File: config.mk
export PLATFORM = sky130hd
export DESIGN_NAME = lsu_flat
export DESIGN_NICKNAME = d
export VERILOG_FILES = /design/src/rtl/lsu_if.sv /design/src/rtl/lsu.sv /design/src/flat_wrapper.sv
export SDC_FILE = /design/constraint.sdc
export NUM_CORES = 1
export LEC_CHECK = 0
export ABC_AREA = 1
export BUFFER_PORTS_ARGS = -buffer_cell sky130_fd_sc_hd__buf_2
export CELL_PAD_IN_SITES_DETAIL_PLACEMENT = 0
export CELL_PAD_IN_SITES_GLOBAL_PLACEMENT = 1
export CORE_MARGIN = 2
export CORE_UTILIZATION = 35
export CTS_CLUSTER_SIZE = 20
export DETAILED_ROUTE_END_ITERATION = 12
export GPL_ROUTABILITY_DRIVEN = 0
export PLACE_DENSITY_LB_ADDON = 0.1
export SYNTH_ARGS = -nofsm -noshare
export SYNTH_HDL_FRONTEND = slang
export SYNTH_SLANG_ARGS = --single-unit
File: constraint.sdc
create_clock -name clk -period 4.5 [get_ports clk]
set_input_delay 1.35 -clock clk [delete_from_list [all_inputs] [get_ports clk]]
set_output_delay 1.35 -clock clk [all_outputs]
set_load 0.02 [all_outputs]
File: src/rtl/lsu_if.sv
// ============================================================================
// Module : lsu_if
// Brief  : Core-side request and memory-bus signal bundle for the LSU.
// Rev    : 1.0  initial release
// ============================================================================
`default_nettype none

interface lsu_if;
  logic        req_valid;
  logic        req_we;
  logic [2:0]  funct3;
  logic [31:0] addr;
  logic [31:0] wdata;
  logic        stall;
  logic        done;
  logic        err;
  logic [31:0] rdata;
  logic        bus_valid;
  logic        bus_ready;
  logic        bus_we;
  logic [31:0] bus_addr;
  logic [3:0]  bus_be;
  logic [31:0] bus_wdata;
  logic [31:0] bus_rdata;

  modport slave (
    input  req_valid, req_we, funct3, addr, wdata, bus_ready, bus_rdata,
    output stall, done, err, rdata, bus_valid, bus_we, bus_addr, bus_be, bus_wdata
  );

  modport master (
    output req_valid, req_we, funct3, addr, wdata, bus_ready, bus_rdata,
    input  stall, done, err, rdata, bus_valid, bus_we, bus_addr, bus_be, bus_wdata
  );
endinterface

`default_nettype wire

File: src/rtl/lsu.sv
// ============================================================================
// Module : lsu
// Brief  : Single-outstanding load/store unit bridging the core to a 32-bit bus.
// Rev    : 1.0  initial release
// ============================================================================
`default_nettype none

module lsu #(
  parameter int unsigned TIMEOUT = 16
) (
  input  logic clk,
  input  logic rst,
  lsu_if.slave io
);

  localparam int CW = (TIMEOUT > 2) ? $clog2(TIMEOUT) : 1;
  localparam logic [CW-1:0] c_cnt_last = CW'((TIMEOUT == 0) ? 0 : TIMEOUT - 1);

  typedef enum logic [1:0] {S_IDLE = 2'd0, S_REQ = 2'd1, S_DONE = 2'd2} state_t;

  state_t       r_state;
  state_t       w_next;
  logic         w_accept;
  logic         w_reject;
  logic         w_ok;
  logic         w_abort;
  logic         w_tmo;
  logic         w_misal;
  logic         w_illegal;
  logic         w_legal;
  logic [3:0]   w_be;
  logic [31:0]  w_wdata;
  logic [31:0]  w_shift;
  logic [31:0]  w_ld;

  logic         r_bus_we;
  logic [31:0]  r_bus_addr;
  logic [3:0]   r_bus_be;
  logic [31:0]  r_bus_wdata;
  logic [2:0]   r_f3;
  logic [1:0]   r_lane;
  logic [CW-1:0] r_cnt;
  logic         r_err;
  logic [31:0]  r_rdata;

  // Request decode: lane enables, replicated store data, alignment check
  always_comb begin
    w_be    = 4'b1111;
    w_wdata = 32'h0;
    w_misal = 1'b0;
    case (io.funct3[1:0])
      2'b00: begin
        if (io.req_we) begin
          w_be    = 4'b0001 << io.addr[1:0];
          w_wdata = {4{io.wdata[7:0]}};
        end
      end
      2'b01: begin
        w_misal = io.addr[0];
        if (io.req_we) begin
          w_be    = 4'b0011 << io.addr[1:0];
          w_wdata = {2{io.wdata[15:0]}};
        end
      end
      2'b10: begin
        w_misal = |io.addr[1:0];
        if (io.req_we) begin
          w_wdata = io.wdata;
        end
      end
      default: begin
        w_misal = 1'b0;
      end
    endcase
  end

  assign w_illegal = (io.funct3[1:0] == 2'b11)
                   | (io.funct3[2] & io.funct3[1])
                   | (io.req_we & io.funct3[2]);
  assign w_legal   = ~w_illegal & ~w_misal;
  assign w_tmo     = (TIMEOUT != 0) && (r_cnt == c_cnt_last);

  always_ff @(posedge clk or posedge rst) begin
    if (rst) begin
      r_state <= S_IDLE;
    end else begin
      r_state <= w_next;
    end
  end

  // bus_ready is checked before the timeout so a same-cycle accept wins
  always_comb begin
    w_next   = r_state;
    w_accept = 1'b0;
    w_reject = 1'b0;
    w_ok     = 1'b0;
    w_abort  = 1'b0;
    case (r_state)
      S_IDLE: begin
        if (io.req_valid) begin
          if (w_legal) begin
            w_next   = S_REQ;
            w_accept = 1'b1;
          end else begin
            w_next   = S_DONE;
            w_reject = 1'b1;
          end
        end
      end
      S_REQ: begin
        if (io.bus_ready) begin
          w_next = S_DONE;
          w_ok   = 1'b1;
        end else if (w_tmo) begin
          w_next  = S_DONE;
          w_abort = 1'b1;
        end
      end
      S_DONE: begin
        w_next = S_IDLE;
      end
      default: begin
        w_next = S_IDLE;
      end
    endcase
  end

  assign w_shift = io.bus_rdata >> {r_lane, 3'b000};

  always_comb begin
    case (r_f3)
      3'b000:  w_ld = {{24{w_shift[7]}}, w_shift[7:0]};
      3'b001:  w_ld = {{16{w_shift[15]}}, w_shift[15:0]};
      3'b100:  w_ld = {24'h0, w_shift[7:0]};
      3'b101:  w_ld = {16'h0, w_shift[15:0]};
      default: w_ld = io.bus_rdata;
    endcase
  end

  always_ff @(posedge clk or posedge rst) begin
    if (rst) begin
      r_bus_we    <= 1'b0;
      r_bus_addr  <= 32'h0;
      r_bus_be    <= 4'h0;
      r_bus_wdata <= 32'h0;
      r_f3        <= 3'b0;
      r_lane      <= 2'b0;
      r_cnt       <= '0;
      r_err       <= 1'b0;
      r_rdata     <= 32'h0;
    end else begin
      if (w_accept) begin
        r_bus_we    <= io.req_we;
        r_bus_addr  <= {io.addr[31:2], 2'b00};
        r_bus_be    <= w_be;
        r_bus_wdata <= w_wdata;
        r_f3        <= io.funct3;
        r_lane      <= io.addr[1:0];
      end
      if (w_accept) begin
        r_cnt <= '0;
      end else if ((r_state == S_REQ) && !io.bus_ready && !w_tmo && (TIMEOUT != 0)) begin
        r_cnt <= r_cnt + 1'b1;
      end
      if (w_reject || w_abort) begin
        r_err <= 1'b1;
      end else if (w_ok) begin
        r_err <= 1'b0;
      end
      if (w_ok && !r_bus_we) begin
        r_rdata <= w_ld;
      end
    end
  end

  assign io.stall     = io.req_valid & (r_state != S_DONE);
  assign io.done      = (r_state == S_DONE);
  assign io.err       = (r_state == S_DONE) & r_err;
  assign io.rdata     = r_rdata;
  assign io.bus_valid = (r_state == S_REQ);
  assign io.bus_we    = r_bus_we;
  assign io.bus_addr  = r_bus_addr;
  assign io.bus_be    = r_bus_be;
  assign io.bus_wdata = r_bus_wdata;

endmodule

`default_nettype wire

File: src/flat_wrapper.sv
// flat-port wrapper written by rule: the top's interface ports become plain ports
module lsu_flat 
#(
  parameter int unsigned TIMEOUT = 16
)
  (clk, rst, io_req_valid, io_req_we, io_funct3, io_addr, io_wdata, io_bus_ready, io_bus_rdata, io_stall, io_done, io_err, io_rdata, io_bus_valid, io_bus_we, io_bus_addr, io_bus_be, io_bus_wdata);
  lsu_if io_i ();
  input  logic clk;
  input  logic rst;
  input wire logic [$bits(io_i.req_valid)-1:0] io_req_valid;
  input wire logic [$bits(io_i.req_we)-1:0] io_req_we;
  input wire logic [$bits(io_i.funct3)-1:0] io_funct3;
  input wire logic [$bits(io_i.addr)-1:0] io_addr;
  input wire logic [$bits(io_i.wdata)-1:0] io_wdata;
  input wire logic [$bits(io_i.bus_ready)-1:0] io_bus_ready;
  input wire logic [$bits(io_i.bus_rdata)-1:0] io_bus_rdata;
  output wire logic [$bits(io_i.stall)-1:0] io_stall;
  output wire logic [$bits(io_i.done)-1:0] io_done;
  output wire logic [$bits(io_i.err)-1:0] io_err;
  output wire logic [$bits(io_i.rdata)-1:0] io_rdata;
  output wire logic [$bits(io_i.bus_valid)-1:0] io_bus_valid;
  output wire logic [$bits(io_i.bus_we)-1:0] io_bus_we;
  output wire logic [$bits(io_i.bus_addr)-1:0] io_bus_addr;
  output wire logic [$bits(io_i.bus_be)-1:0] io_bus_be;
  output wire logic [$bits(io_i.bus_wdata)-1:0] io_bus_wdata;
  assign io_i.req_valid = io_req_valid;
  assign io_i.req_we = io_req_we;
  assign io_i.funct3 = io_funct3;
  assign io_i.addr = io_addr;
  assign io_i.wdata = io_wdata;
  assign io_i.bus_ready = io_bus_ready;
  assign io_i.bus_rdata = io_bus_rdata;
  assign io_stall = io_i.stall;
  assign io_done = io_i.done;
  assign io_err = io_i.err;
  assign io_rdata = io_i.rdata;
  assign io_bus_valid = io_i.bus_valid;
  assign io_bus_we = io_i.bus_we;
  assign io_bus_addr = io_i.bus_addr;
  assign io_bus_be = io_i.bus_be;
  assign io_bus_wdata = io_i.bus_wdata;
  lsu #(.TIMEOUT(TIMEOUT)) u_core (.clk(clk), .rst(rst), .io(io_i));
endmodule
==> reports/qor.yml <==
yosysMostFrequentCell: "nand2_1"
hpwl_um: 12400
grt_overflow: 0
cp.buffers_inverters: 3
grt_pass1_vias: 5560
synth_area_um2: 5990
synthAdderAreaFrac_pct: 2.30
slew_viol_final: 0
synthFlopType: "dfrtp_1"
diodes: 0
critPathRequiredTime_ns: 3.15
drt.antenna.violating_nets: 0
ys_ff_latch: 111
synth_cell_types: 26
hold_class: "reg -> reg"
worst-r2r-setup-slack_ns: 1.85
numCtsBuffers: 9
path_clk_slew_ns: 0.08
final_cells: 1253
cts.sink_count: 111
synth_xor_area_share_pct: 0.146
post_cts_buffers: 0
outcome: "completed"
skew_ns: 0.00661
setup_ws_ns: 1.39
power.total_mw: 4.59
ys_warn_count: 0
worstSetupEndpointType: "output port"
portBuffers: 206
die-area_um2: 18200
synth_compound_area_share_pct: 9.42
synth-simple-area-share_pct: 31.3
r2r-end: "u_core.io.rdata[2]$_DFFE_PP0P_"
crit_type: "in -> out"
fp-row-count: 47
min_from: "u_core.io.rdata[8]$_DFFE_PP0P_"
cp_cell_sequence: "buf_2 -> inv_1 -> nor2_1 -> buf_2"
maxCapViolCount: 0
drtPass1Iterations: 4
vias_per_cell: 4.54
cts.htree.levels: 3
synth_top_family_by_area: "simple AND/OR/NAND/NOR gates"
r2r-start: "u_core.r_f3[1]$_DFFE_PP0P_"
fin_setup_tns_ns: 0
hold_buffers: 0
fin_nets: 1143
drt_iter0_drc: 207
power_density_nw_per_um2: 616
vias: 5687
synth_area_leaders: "dfrtp_1 46%, nand2_1 21%, o21ai_0 6.9%, inv_1 6.0%, nor2_1 3.6%"
antenna_found_initial: 0
holdPathEnd: "u_core.io.rdata[8]$_DFFE_PP0P_"
path_common_cell: "buf_2"
core_area_um2: 16600
start_kind: "input port"
synth_top_area_share_pct: 46.4
avgSynthCellArea_um2: 7.08
clk_latency_ns: 0.36
crit_fanout: 2
min_path_cells: 2
die_w_um: 135
reg2regPathDepth: 5
ys_seq_area_share_pct: 46.4
synth_edf_count: 0
start_util_pct: 36.0
cts_resized: 0
clockBufferDepth: 2
tightestPinTransition_ns: 0.930
finalCritPeriodShare_pct: 69.1
drt-total-wl_um: 17000
holdWs_ns: 0.480
max_clock_freq_mhz: 322
slew_headroom_pct: 37.8
crit_family: "buffers and inverters"
fp.dieH_um: 135
area_growth_pct: 24.4
groute.usage.overall_pct: 19.0
dp_slack_ns: 1.15
grt_pass1_wl_um: 27300
hold_violations: 0
rsz0062_at_grt: "false"
drc: 0
synthCells: 846
cpPeakStageDelay_ns: 0.17
cts_tree: "yes"
ir_worst_vdd_v: 0.000253
ioPinCount: 209
cp.arrival_ns: 1.76
async_flop_share_pct: 100
dp.cells: 1237
grt_max_degree: 58
leakagePower_nw: 4.45
min_period_ns: 3.11
synth.largest_area_cell: "dfrtp_1"
cp_slowest_cell: "buf_2"
setup_viol: 0
yosys-top-cells-count: "340 x nand2_1, 111 x dfrtp_1, 96 x inv_1"
synth_mux_area_share_pct: 0
wire_per_inst_um: 13.6
cts-root-buf: "clkbuf_16"
drive_above_1_share_pct: 24.8
cell usage in the layout, fill, tap and decap left out, types with 3 or more instances in the layout:
master,netlist,layout
nor2_1,57,57
o21ai_0,83,83
nor3_1,6,6
inv_2,7,7
clkbuf_16,0,9
dfrtp_1,111,111
nand3_1,40,40
a21oi_1,27,27
nand2_1,340,340
ha_1,11,11
buf_2,15,206
inv_1,96,95
buf_4,7,3
or2_2,16,16
tightest hold or removal path: cells and delay by family, from the launching register on:
family	cells	cell delay [ns]
flops	1	0.35
simple gates	2	0.11
registers in the layout, indices dropped and copies added, names as in the netlist:
register and flops:
u_core.io.bus_wdata 32, u_core.io.bus_be 4, u_core.io.rdata 32, u_core.io.bus_addr 30, u_core.r_lane 2, u_core.r_f3 3
u_core.r_err 1, u_core.r_cnt 4, u_core.r_state 2, u_core.io.bus_we 1
layer usage:
layer  share of wire, %  GRT usage [%]  vias to the layer above
met5                  0              0                        -
met2                 47           30.4                      136
li1                   -              -                     2943
met1                 46           25.8                     2594
met3                5.8           4.09                       14
met4                1.5           6.08                        0
cell type report:
type / count / area, um2
clock buffer: 9 / 225
clock inverter: 7 / 100
fill: 1804 / 9190
inverter: 105 / 397
multi-input combinational: 591 / 2600
sequential: 111 / 2780
tap: 220 / 275
timing repair buffer: 210 / 1070
worst max-delay path by stage:
stage	from	endpoint	slack (ns)	cells after the start
detailed placement	io_funct3[0]	u_core.io.bus_addr[27]$_DFFE_PP0P_	1.15	10
global route	io_funct3[1]	u_core.io.bus_addr[8]$_DFFE_PP0P_	1.24	10
CTS	io_req_valid	io_stall	1.38	4
finish	io_req_valid	io_stall	1.39	4
floorplan	rst	u_core.io.bus_addr[10]$_DFFE_PP0P_	0.22	1
global placement	io_funct3[0]	u_core.io.bus_addr[8]$_DFFE_PP0P_	1.19	10
power breakdown:
group	leakage (nW)	switching, mW	internal, mW	total (mW)
clock	0.151	0.427	0.450	0.878
sequential	1.41	0.311	1.40	1.71
combinational	2.89	1.31	0.684	2.00
through the flow:
stage               cell area, um2  util [%]
floorplan                     5990         -
global placement              7130      42.8
detailed placement            7130      42.8
CTS                           7450      44.8
global route                  7450      44.8
finish                        7450      44.8
logic make-up after synthesis:
kind of cell,count (synthesis)
compound gates,112
simple gates,465
fa+ha+maj,11
buf+inv,145
flops,111
xor+xnor,1
other cells,1
(Power assumes the default switching activity.)
